**config.mk**
```make
export PLATFORM = sky130hd
export DESIGN_NAME = sap_control_sequencer_flat
export DESIGN_NICKNAME = d
export VERILOG_FILES = /design/src/rtl/sap_control_sequencer_if.sv /design/src/rtl/sap_control_sequencer.sv /design/src/flat_wrapper.sv
export SDC_FILE = /design/constraint.sdc
export NUM_CORES = 1
export LEC_CHECK = 0
export CAP_MARGIN = 30
export CORE_UTILIZATION = 44
export CTS_CLUSTER_SIZE = 28
export DETAILED_ROUTE_END_ITERATION = 7
export PLACE_DENSITY_LB_ADDON = 0.12
export SETUP_SLACK_MARGIN = 0.02
export SYNTH_ARGS = -nofsm -noshare
export SYNTH_HDL_FRONTEND = slang
export SYNTH_SLANG_ARGS = --single-unit
```
**constraint.sdc**
```tcl
create_clock -name clk -period 2.6 [get_ports clk]
set_input_delay 0.26 -clock clk [delete_from_list [all_inputs] [get_ports clk]]
set_output_delay 0.26 -clock clk [all_outputs]
set_load 0.02 [all_outputs]
```
**src/rtl/sap_control_sequencer_if.sv**
```systemverilog
// Control bundle between the SAP sequencer and the datapath: mode/step,
// opcode and flags in; per-T-state control word, halt and T-state out.
interface sap_control_sequencer_if;
  logic       run;
  logic       step;
  logic [3:0] opcode;
  logic       carry;
  logic       zero;
  logic       cp, lp, lm, li, la, lb, lo;
  logic       ep, ce, ei, ea, eu, su;
  logic       hlt;
  logic [5:0] tstate;

  modport master (
    output run, step, opcode, carry, zero,
    input  cp, lp, lm, li, la, lb, lo,
    input  ep, ce, ei, ea, eu, su,
    input  hlt, tstate
  );

  modport slave (
    input  run, step, opcode, carry, zero,
    output cp, lp, lm, li, la, lb, lo,
    output ep, ce, ei, ea, eu, su,
    output hlt, tstate
  );
endinterface

```
**src/rtl/sap_control_sequencer.sv**
```systemverilog
// SAP T-state ring sequencer and microcode decoder: one T-state per advance,
// control word combinational from current state; pauses and halts freeze the ring.
module sap_control_sequencer (
  input  logic                   clk,
  input  logic                   clr_n,
  sap_control_sequencer_if.slave bus
);

  localparam logic [6:0] L_CP = 7'b1000000;
  localparam logic [6:0] L_LP = 7'b0100000;
  localparam logic [6:0] L_LM = 7'b0010000;
  localparam logic [6:0] L_LI = 7'b0001000;
  localparam logic [6:0] L_LA = 7'b0000100;
  localparam logic [6:0] L_LB = 7'b0000010;
  localparam logic [6:0] L_LO = 7'b0000001;

  localparam logic [5:0] E_EP = 6'b100000;
  localparam logic [5:0] E_CE = 6'b010000;
  localparam logic [5:0] E_EI = 6'b001000;
  localparam logic [5:0] E_EA = 6'b000100;
  localparam logic [5:0] E_EU = 6'b000010;
  localparam logic [5:0] E_SU = 6'b000001;

  logic [5:0] r_tstate;
  logic       r_halt;
  logic       r_step_q;

  logic [5:0] w_tstate_nxt;
  logic       w_halt_nxt;
  logic       w_adv;
  logic       w_hlt_op;
  logic       w_gate;
  logic [6:0] w_ld_raw;
  logic [5:0] w_en_raw;
  logic [6:0] w_ld;
  logic [5:0] w_en;

  assign w_adv    = bus.run | (bus.step & ~r_step_q);
  assign w_hlt_op = r_tstate[3] & (bus.opcode == 4'b1111);

  always_ff @(posedge clk) begin
    if (!clr_n) begin
      r_tstate <= 6'b000001;
      r_halt   <= 1'b0;
      r_step_q <= 1'b0;
    end else begin
      r_tstate <= w_tstate_nxt;
      r_halt   <= w_halt_nxt;
      r_step_q <= bus.step;
    end
  end

  // HLT in T4 latches HALT instead of advancing, so the ring stays parked on T4.
  always_comb begin
    w_tstate_nxt = r_tstate;
    w_halt_nxt   = r_halt;
    if (!r_halt && w_adv) begin
      if (w_hlt_op) begin
        w_halt_nxt = 1'b1;
      end else begin
        w_tstate_nxt = {r_tstate[4:0], r_tstate[5]};
      end
    end
  end

  always_comb begin
    w_ld_raw = 7'b0;
    w_en_raw = 6'b0;
    case (r_tstate)
      6'b000001: begin w_en_raw = E_EP; w_ld_raw = L_LM; end
      6'b000010: begin w_ld_raw = L_CP; end
      6'b000100: begin w_en_raw = E_CE; w_ld_raw = L_LI; end
      6'b001000: begin
        case (bus.opcode)
          4'b0000, 4'b0001, 4'b0010: begin w_en_raw = E_EI; w_ld_raw = L_LM; end
          4'b0011: begin w_en_raw = E_EI; w_ld_raw = L_LA; end
          4'b0100: begin w_en_raw = E_EI; w_ld_raw = L_LP; end
          4'b0101: begin w_en_raw = E_EI; w_ld_raw = bus.carry ? L_LP : 7'b0; end
          4'b0110: begin w_en_raw = E_EI; w_ld_raw = bus.zero  ? L_LP : 7'b0; end
          4'b1110: begin w_en_raw = E_EA; w_ld_raw = L_LO; end
          default: begin end
        endcase
      end
      6'b010000: begin
        case (bus.opcode)
          4'b0000:          begin w_en_raw = E_CE; w_ld_raw = L_LA; end
          4'b0001, 4'b0010: begin w_en_raw = E_CE; w_ld_raw = L_LB; end
          default: begin end
        endcase
      end
      6'b100000: begin
        case (bus.opcode)
          4'b0001: begin w_en_raw = E_EU;        w_ld_raw = L_LA; end
          4'b0010: begin w_en_raw = E_EU | E_SU; w_ld_raw = L_LA; end
          default: begin end
        endcase
      end
      default: begin end
    endcase
  end

  // Loads/counts only fire on an advancing cycle; enables hold for the whole state.
  assign w_gate = clr_n & ~r_halt;
  assign w_ld   = w_ld_raw & {7{w_gate & w_adv}};
  assign w_en   = w_en_raw & {6{w_gate}};

  assign {bus.cp, bus.lp, bus.lm, bus.li, bus.la, bus.lb, bus.lo} = w_ld;
  assign {bus.ep, bus.ce, bus.ei, bus.ea, bus.eu, bus.su}         = w_en;
  assign bus.hlt    = clr_n & (r_halt | w_hlt_op);
  assign bus.tstate = r_tstate;

endmodule

```
**src/flat_wrapper.sv**
```systemverilog
// flat-port wrapper written by rule: the top's interface ports become plain ports
module sap_control_sequencer_flat 
  (clk, clr_n, bus_run, bus_step, bus_opcode, bus_carry, bus_zero, bus_cp, bus_lp, bus_lm, bus_li, bus_la, bus_lb, bus_lo, bus_ep, bus_ce, bus_ei, bus_ea, bus_eu, bus_su, bus_hlt, bus_tstate);
  sap_control_sequencer_if bus_i ();
  input  logic clk;
  input  logic clr_n;
  input wire logic [$bits(bus_i.run)-1:0] bus_run;
  input wire logic [$bits(bus_i.step)-1:0] bus_step;
  input wire logic [$bits(bus_i.opcode)-1:0] bus_opcode;
  input wire logic [$bits(bus_i.carry)-1:0] bus_carry;
  input wire logic [$bits(bus_i.zero)-1:0] bus_zero;
  output wire logic [$bits(bus_i.cp)-1:0] bus_cp;
  output wire logic [$bits(bus_i.lp)-1:0] bus_lp;
  output wire logic [$bits(bus_i.lm)-1:0] bus_lm;
  output wire logic [$bits(bus_i.li)-1:0] bus_li;
  output wire logic [$bits(bus_i.la)-1:0] bus_la;
  output wire logic [$bits(bus_i.lb)-1:0] bus_lb;
  output wire logic [$bits(bus_i.lo)-1:0] bus_lo;
  output wire logic [$bits(bus_i.ep)-1:0] bus_ep;
  output wire logic [$bits(bus_i.ce)-1:0] bus_ce;
  output wire logic [$bits(bus_i.ei)-1:0] bus_ei;
  output wire logic [$bits(bus_i.ea)-1:0] bus_ea;
  output wire logic [$bits(bus_i.eu)-1:0] bus_eu;
  output wire logic [$bits(bus_i.su)-1:0] bus_su;
  output wire logic [$bits(bus_i.hlt)-1:0] bus_hlt;
  output wire logic [$bits(bus_i.tstate)-1:0] bus_tstate;
  assign bus_i.run = bus_run;
  assign bus_i.step = bus_step;
  assign bus_i.opcode = bus_opcode;
  assign bus_i.carry = bus_carry;
  assign bus_i.zero = bus_zero;
  assign bus_cp = bus_i.cp;
  assign bus_lp = bus_i.lp;
  assign bus_lm = bus_i.lm;
  assign bus_li = bus_i.li;
  assign bus_la = bus_i.la;
  assign bus_lb = bus_i.lb;
  assign bus_lo = bus_i.lo;
  assign bus_ep = bus_i.ep;
  assign bus_ce = bus_i.ce;
  assign bus_ei = bus_i.ei;
  assign bus_ea = bus_i.ea;
  assign bus_eu = bus_i.eu;
  assign bus_su = bus_i.su;
  assign bus_hlt = bus_i.hlt;
  assign bus_tstate = bus_i.tstate;
  sap_control_sequencer u_core (.clk(clk), .clr_n(clr_n), .bus(bus_i));
endmodule
```
### Word-level counts from Yosys, hierarchy flattened

Index checks and enable logic that the tools add are counted.

* equality and inequality tests: 14
* mux-type cells: 10
* bitwise logic cells: 12
* reduce and logical (&&, ||, !) cells: 8

Operators with widths (number)
* $pmux W7 S6: 2
* $pmux W6 S5: 1
* $eq A4 B3 Y1 const B: 3
* $mux W6: 2
* $eq A4 B2 Y1 const B: 2
* $eq A4 B4 Y1 const B: 2
* $pmux W4 S2: 1
* $and A7 B7 Y7: 1
* $reduce_or A7 Y1: 1
* $and A6 B6 Y6: 1
* $eq A6 B1 Y1 const B: 1
* $eq A6 B2 Y1 const B: 1
* $eq A6 B3 Y1 const B: 1
* $eq A6 B4 Y1 const B: 1
* $eq A6 B5 Y1 const B: 1
* $eq A6 B6 Y1 const B: 1
* $pmux W3 S2: 1
* $and A1 B1 Y1: 5
* $mux W5: 1
* $eq A4 B1 Y1 const B: 1
* $logic_not A4 Y1: 1
* $pmux W2 S2: 1
* $reduce_and A2 Y1: 2
* $mux W3: 1
* 6 further kinds: 9

* bits in registers: 8
* bits of input ports: 10
* output and inout bits: 20
* word-level logic and storage cells: 47

### Depth between registers and ports, before layout

Gate-level depths: netlist of the first run.

* depth in word-level cells: 5
* depth in mapped cells: 5
* mapped depth without buffers: 3

### Worst setup path before layout of the first run

Ideal clock, no wire load.

* kind: register to output
* from: register u_core.r_tstate[4], in the netlist u_core.bus.tstate[4]
* to: output port bus_la
* arrival: 1.592 ns
* data required time: 2.340 ns
* slack: 0.748 ns
* stages on the path, launching flop included: 5
* path buffers: 1
* cell sequence: dfxtp_1 clkbuf_1 nor3b_1 o211ai_1 a211oi_1

* word-level cells in the longest chain between the ends: 3
* elaborated cells on any way between the ends: 8
* those cells by class: eq/ne (6); mux (1); bitwise (1)

RTL lines
* start, declared: RTL line sap_control_sequencer.sv:24 `logic [5:0] r_tstate;`
* start signal, assigned: RTL line sap_control_sequencer.sv:47 `r_tstate <= w_tstate_nxt;`
* $eq A6 B6 Y1 (tied with other cells): RTL line sap_control_sequencer.sv:69 `case (r_tstate)`
* $pmux W7 S6 *: RTL line sap_control_sequencer.sv:69
* $and A7 B7 Y7 *: RTL line sap_control_sequencer.sv:104 `assign w_ld = w_ld_raw & {7{w_gate & w_adv}};`
* end, declared: RTL line flat_wrapper.sv:16 `output wire logic [$bits(bus_i.la)-1:0] bus_la;`

Every way passes the cells marked *; elsewhere a longest branch is shown, timed or not.

### Final worst setup path of the first run

* from: input port bus_opcode[1]
* to: output port bus_lm

* word-level cells in the longest chain between the ends: 5
* elaborated cells on any way between the ends: 12
* those cells by class: eq/ne (7); mux (2); bitwise (1); reduce/logical (2)

RTL lines
* start, declared: RTL line flat_wrapper.sv:9 `input wire logic [$bits(bus_i.opcode)-1:0] bus_opcode;`
* $eq A4 B1 Y1 (tied with other cells): RTL line sap_control_sequencer.sv:74 `case (bus.opcode)`
* $reduce_or A3 Y1 (no line)
* $pmux W7 S6 *: RTL line sap_control_sequencer.sv:74
* $pmux W7 S6 *: RTL line sap_control_sequencer.sv:69
* $and A7 B7 Y7 *: RTL line sap_control_sequencer.sv:104
* end, declared: RTL line flat_wrapper.sv:14 `output wire logic [$bits(bus_i.lm)-1:0] bus_lm;`

Marked as above.

==> results of run 1 <==
==> worst max-delay path, stage by stage <==
cell and delay [ns]:
clkdlybuf4s50_1 0.54, a211oi_1 0.40, nand3b_1 0.12, a211oi_1 0.25
clkdlybuf4s50_1 0.64
==> per-stage QoR <==
step / std cells / setup WS, ns / total power, mW / utilization
floorplan: 94 / 0.748 / 0.231 / -
global placement: 135 / 0.175 / 0.283 / 0.663
detailed placement: 135 / 0.128 / 0.286 / 0.663
CTS: 138 / 0.135 / 0.382 / 0.678
global route: 138 / 0.0593 / 0.402 / 0.678
finish: 138 / 0.141 / 0.378 / 0.678
==> layout make-up <==
type	count	area share
multi-input cells	72	0.466
well taps	16	0.0196
inverters	6	0.0221
clock buffers	3	0.0221
flip-flops and latches	8	0.157
repair buffers	33	0.314
==> Yosys cell counts (all sizes together) <==
| library cell | instances |
|---|---|
| a211o | 1 |
| a211oi | 3 |
| a21o | 1 |
| a21oi | 3 |
| a221oi | 1 |
| and2 | 1 |
| and3 | 1 |
| and3b | 2 |
| and4b | 3 |
| buf | 6 |
| clkbuf | 2 |
| dfxtp | 8 |
| inv | 6 |
| mux2i | 4 |
| nand2 | 8 |
| nand2b | 2 |
| nand3 | 4 |
| nand3b | 1 |
| nand4 | 3 |
| nor2 | 13 |
| nor2b | 2 |
| nor3 | 4 |
| nor3b | 3 |
| nor4 | 2 |
| nor4bb | 1 |
| o2111ai | 1 |
| o211ai | 1 |
| o21ai | 1 |
| o221a | 2 |
| o2bb2ai | 1 |
| or3 | 1 |
| or4 | 1 |
| xnor2 | 1 |
==> cell families (layout without fill, tap and decap cells) <==
logic type	after synthesis	in the layout
simple gates	52	52
compound gates	15	15
buf+inv	14	42
flops	8	8
mux	4	4
xor+xnor	1	1
==> power by group through the flow <==
stage | Clock (mW) | Combinational (mW) | Sequential (mW)
floorplan | 0 | 0.0806 | 0.151
global placement | 0 | 0.130 | 0.153
detailed placement | 0 | 0.133 | 0.153
CTS | 0.0983 | 0.133 | 0.151
global route | 0.105 | 0.144 | 0.153
finish | 0.0941 | 0.133 | 0.152
==> flip-flops by register name, indices dropped and copies added (netlist names) <==
| register | flops |
|---|---|
| u_core.r_halt | 1 |
| u_core.bus.tstate | 6 |
| u_core.r_step_q | 1 |
==> layer usage <==
metal	GRT usage	routed length, um
met1	0.296	865
met2	0.356	880
met3	0.0302	45
met4	0.113	33
met5	0	0
==> path summary, 6_finish.rpt <==
check / from / end / slack (ns)
setup reg to reg: u_core.bus.tstate[3] / u_core.bus.tstate[4] / 1.19
hold / removal: u_core.r_halt / u_core.r_halt / 0.53
setup / recovery: bus_opcode[1] / bus_lm / 0.14
hold reg to reg: u_core.r_halt / u_core.r_halt / 0.53
==> impl_metrics.py, run 1 <==
metrics = {
    "status": {
        "status": "finished, final reports clean",
    },
    "synth": {
        "synth_adder_area_share": 0,
        "synth_cell_types": 37,
        "synth_top_family_by_area": "simple AND/OR/NAND/NOR gates",
        "synth.area.top_cells": "dfxtp_1 (23%), nor2_1 (6.9%), mux2i_1 (5.7%)",
        "syn_inst": 94,
        "synth-xor-area-share": 0.0124,
        "yosysTopAreaCell": "dfxtp_1",
        "synth_compound_area_frac": 0.172,
        "syn_area_sq_um": 707,
        "synth.avg_cell_area_sq_um": 7.52,
        "synth.net_count": 104,
        "ys_seq_area_frac": 0.227,
        "ys_ff_latch": 8,
        "synthSimpleGateAreaFrac": 0.432,
        "yosys_warnings": 0,
        "muxShareOfSynthArea": 0.0566,
        "synth_top_area_share": 0.227,
    },
    "pwr": {
        "irDropWorstVdd_uv": 402,
        "p_switching_mw": 0.128,
        "combPwrFrac": 0.351,
        "p_seq_frac": 0.401,
        "power_density_mw_per_mm2": 370,
        "internal_power_mw": 0.250,
        "switching_share": 0.339,
        "leakagePower_nw": 0.388,
        "power_frac_clock": 0.249,
    },
    "finish": {
        "final_cell_mix": "clkdlybuf4s50_1 (29), nor2_1 (13), nand2_1 (8), dfxtp_1 (8), inv_1 (6)",
        "layout_commonest_cell": "clkdlybuf4s50_1",
        "design_area_sq_mm": 0.00102,
        "syn2layout_area_growth_pct": 44.4,
        "fillCellCount": 134,
        "multi_input_area_sq_um": 475,
        "seq_area_sq_um": 160,
        "drive_gt1_frac": 0.107,
        "layout.nets": 134,
        "diodes": 0,
    },
    "sta": {
        "finalSetupViolCount": 0,
        "max_freq_mhz": 407,
        "period_share": 0.946,
        "tns_ns": 0,
        "post-route-min-period_ns": 2.46,
        "slew_headroom": 0.727,
        "slew_viol_final": 0,
        "rsz0062_at_grt": "no",
        "clock_skew_ns": 0.00225,
        "worstMarginPinSlew_ns": 0.409,
        "hold_violations": 0,
        "holdWs_ns": 0.528,
    },
    "floorplan": {
        "die_area_sq_mm": 0.00177,
        "die_width_um": 42.1,
        "rows": 14,
        "initial_core_util": 0.469,
        "core_sq_mm": 0.00151,
        "die_h_um": 42.1,
        "pin_count": 30,
    },
    "routing": {
        "drtPass1Iterations": 4,
        "dr.first_iter.drc_count": 31,
        "finalWirelength_mm": 1.82,
        "wire_per_inst_um": 13.2,
        "viasPerCell": 5.58,
        "drc": 0,
        "ant_nets": 0,
        "vias": 770,
    },
    "worst_setup_path": {
        "crit_path_end_kind": "output port",
        "cp-start-kind": "input port",
        "required_ns": 2.34,
        "crit_arrival_ns": 2.20,
        "crit_fanout": 7,
        "r2r_cells": 3,
        "crit_type": "input port to output port",
    },
    "placed_design": {
        "dp_hpwl_mm": 1.39,
        "io_buffers": 29,
        "gp_congestion": 0.716,
        "dpl_cell_area_sq_um": 998,
    },
    "clocking": {
        "clk_latency_ns": 0.25,
        "hold_buffers": 0,
        "clock_path_buffers": 2,
        "cts_resized": 0,
        "cts.sinks": 8,
        "cts_setup_buffers": 0,
        "cts_tree": "done",
        "cts_buffers": 3,
        "clockRootBuffer": "clkbuf_4",
        "clk_pin_slew_ns": 0.05,
        "ctsHtreeMaxLevel": 1,
    },
    "min_path": {
        "min_path_type": "flop to flop",
        "holdPathStages": 2,
    },
    "global_routing": {
        "track_usage": 0.224,
        "antenna_found_initial": 0,
        "grt_max_degree": 14,
        "overflow": 0,
        "grt_pass1_wl_mm": 3.09,
        "grt_pass1_vias": 690,
    },
    "flow_run": {
        "cap_violations": 0,
    },
}
Note: power is estimated with default switching activity, not from simulation.
==> run 2, diff against run 1 <==
--- a/config.mk
+++ b/config.mk
@@ -6,9 +6,10 @@
 export NUM_CORES = 1
 export LEC_CHECK = 0
 export CAP_MARGIN = 30
-export CORE_UTILIZATION = 44
+export CORE_UTILIZATION = 50
 export CTS_CLUSTER_SIZE = 28
 export DETAILED_ROUTE_END_ITERATION = 7
+export DONT_BUFFER_PORTS = 1
 export PLACE_DENSITY_LB_ADDON = 0.12
 export SETUP_SLACK_MARGIN = 0.02
 export SYNTH_ARGS = -nofsm -noshare
==> impl_metrics.py, run 2 (synthesis gave the netlist of run 1 again) <==
metrics = {
    "flow_run": {
        "cap_violations": 0,
    },
    "floorplan": {
        "die_width_um": 39.6,
        "die_area_sq_mm": 0.00157,
        "core_sq_mm": 0.00130,
        "die_h_um": 39.6,
        "pin_count": 30,
        "initial_core_util": 0.543,
        "rows": 13,
    },
    "routing": {
        "finalWirelength_mm": 1.57,
        "vias": 675,
        "drc": 0,
        "viasPerCell": 6.31,
        "wire_per_inst_um": 14.7,
        "dr.first_iter.drc_count": 19,
        "ant_nets": 0,
        "drtPass1Iterations": 4,
    },
    "worst_setup_path": {
        "crit_chain": "nor3_1, and4b_1, nor3b_1",
        "critical_path.slowest_cell": "nor3b_1",
        "crit_path_end_kind": "output port",
        "cp-start-kind": "flop",
        "crit_type": "flop to output port",
        "crit_fanout": 12,
        "crit_arrival_ns": 1.87,
        "cp.depth": 3,
        "r2r_cells": 3,
        "crit_path_max_incr_delay_ns": 0.56,
        "critical_path.top_delay_family": "simple AND/OR/NAND/NOR gates",
        "critPathBufInv": 0,
        "required_ns": 2.34,
    },
    "global_routing": {
        "grt_max_degree": 14,
        "grt_pass1_vias": 550,
        "track_usage": 0.221,
        "overflow": 0,
        "grt_pass1_wl_mm": 2.33,
        "antenna_found_initial": 0,
    },
    "pwr": {
        "p_total_mw": 0.322,
        "internal_power_mw": 0.215,
        "p_switching_mw": 0.107,
        "combPwrFrac": 0.220,
        "power_frac_clock": 0.279,
        "p_seq_frac": 0.501,
        "power_density_mw_per_mm2": 446,
        "irDropWorstVdd_uv": 233,
        "leakagePower_nw": 0.281,
        "switching_share": 0.333,
    },
    "sta": {
        "worstMarginPinSlew_ns": 0.699,
        "holdWs_ns": 0.133,
        "post-route-min-period_ns": 2.13,
        "slew_viol_final": 0,
        "period_share": 0.820,
        "max_freq_mhz": 469,
        "finalSetupViolCount": 0,
        "hold_violations": 0,
        "clock_skew_ns": 0.00153,
        "rsz0062_at_grt": "no",
        "slew_headroom": 0.531,
        "fin_ws_ns": 0.467,
        "tns_ns": 0,
    },
    "placed_design": {
        "post-place-cells": 104,
        "gp_congestion": 0.716,
        "pre_cts_ws_ns": 0.715,
        "io_buffers": 0,
        "dpl_cell_area_sq_um": 699,
        "dp_hpwl_mm": 1.24,
    },
    "clocking": {
        "clockRootBuffer": "clkbuf_4",
        "clk_latency_ns": 0.25,
        "clk_pin_slew_ns": 0.05,
        "cts_resized": 0,
        "cts.sinks": 8,
        "cts_tree": "done",
        "ctsHtreeMaxLevel": 1,
        "cts_setup_buffers": 0,
        "hold_buffers": 0,
        "clock_path_buffers": 2,
        "cts_buffers": 3,
    },
    "finish": {
        "diodes": 0,
        "layout.nets": 104,
        "fin_cells": 107,
        "drive_gt1_frac": 0.130,
        "design_area_sq_um": 722,
        "syn2layout_area_growth_pct": 2.12,
        "final_cell_mix": "nor2_1 (13), nand2_1 (8), dfxtp_1 (8)",
        "final_util": 0.555,
        "layout_commonest_cell": "nor2_1",
        "largest_reg_flops": 6,
    },
    "min_path": {
        "min_path_type": "input port to flop",
        "holdPathStages": 1,
    },
    "status": {
        "status": "finished, final reports clean",
    },
}
==> run 2: per-layer routing <==
metal / up-vias / share of wire / global-route usage
li1: 339 / - / -
met1: 317 / 0.43 / 0.277
met2: 17 / 0.52 / 0.361
met3: 2 / 0.041 / 0.0341
met4: 0 / 0.0064 / 0.103
met5: - / 0 / 0
==> run 2: power by group through the flow <==
stage,logic [mW],registers (mW),clock network [mW]
3_3_place_gp,0.0708,0.163,0
3_5_place_dp,0.0714,0.164,0
6_report,0.0709,0.161,0.0898
4_1_cts,0.0715,0.162,0.0936
5_1_grt,0.0785,0.164,0.0983
2_1_floorplan,0.0806,0.151,0
==> run 2: area by class of cell <==
cell class	count	area (sq um)
multi-input combinational	72	475
timing repair buffer	3	22.5
tap	15	18.8
inverter	6	22.5
clock buffer	3	22.5
sequential	8	160
fill	134	579
==> run 2: worst paths after layout <==
kind                        start                   end  slack (ns)
max          u_core.bus.tstate[5]                bus_ei        0.47
min                         clr_n       u_core.r_step_q        0.13
max reg2reg  u_core.bus.tstate[3]  u_core.bus.tstate[4]        1.07
min reg2reg         u_core.r_halt         u_core.r_halt        0.52
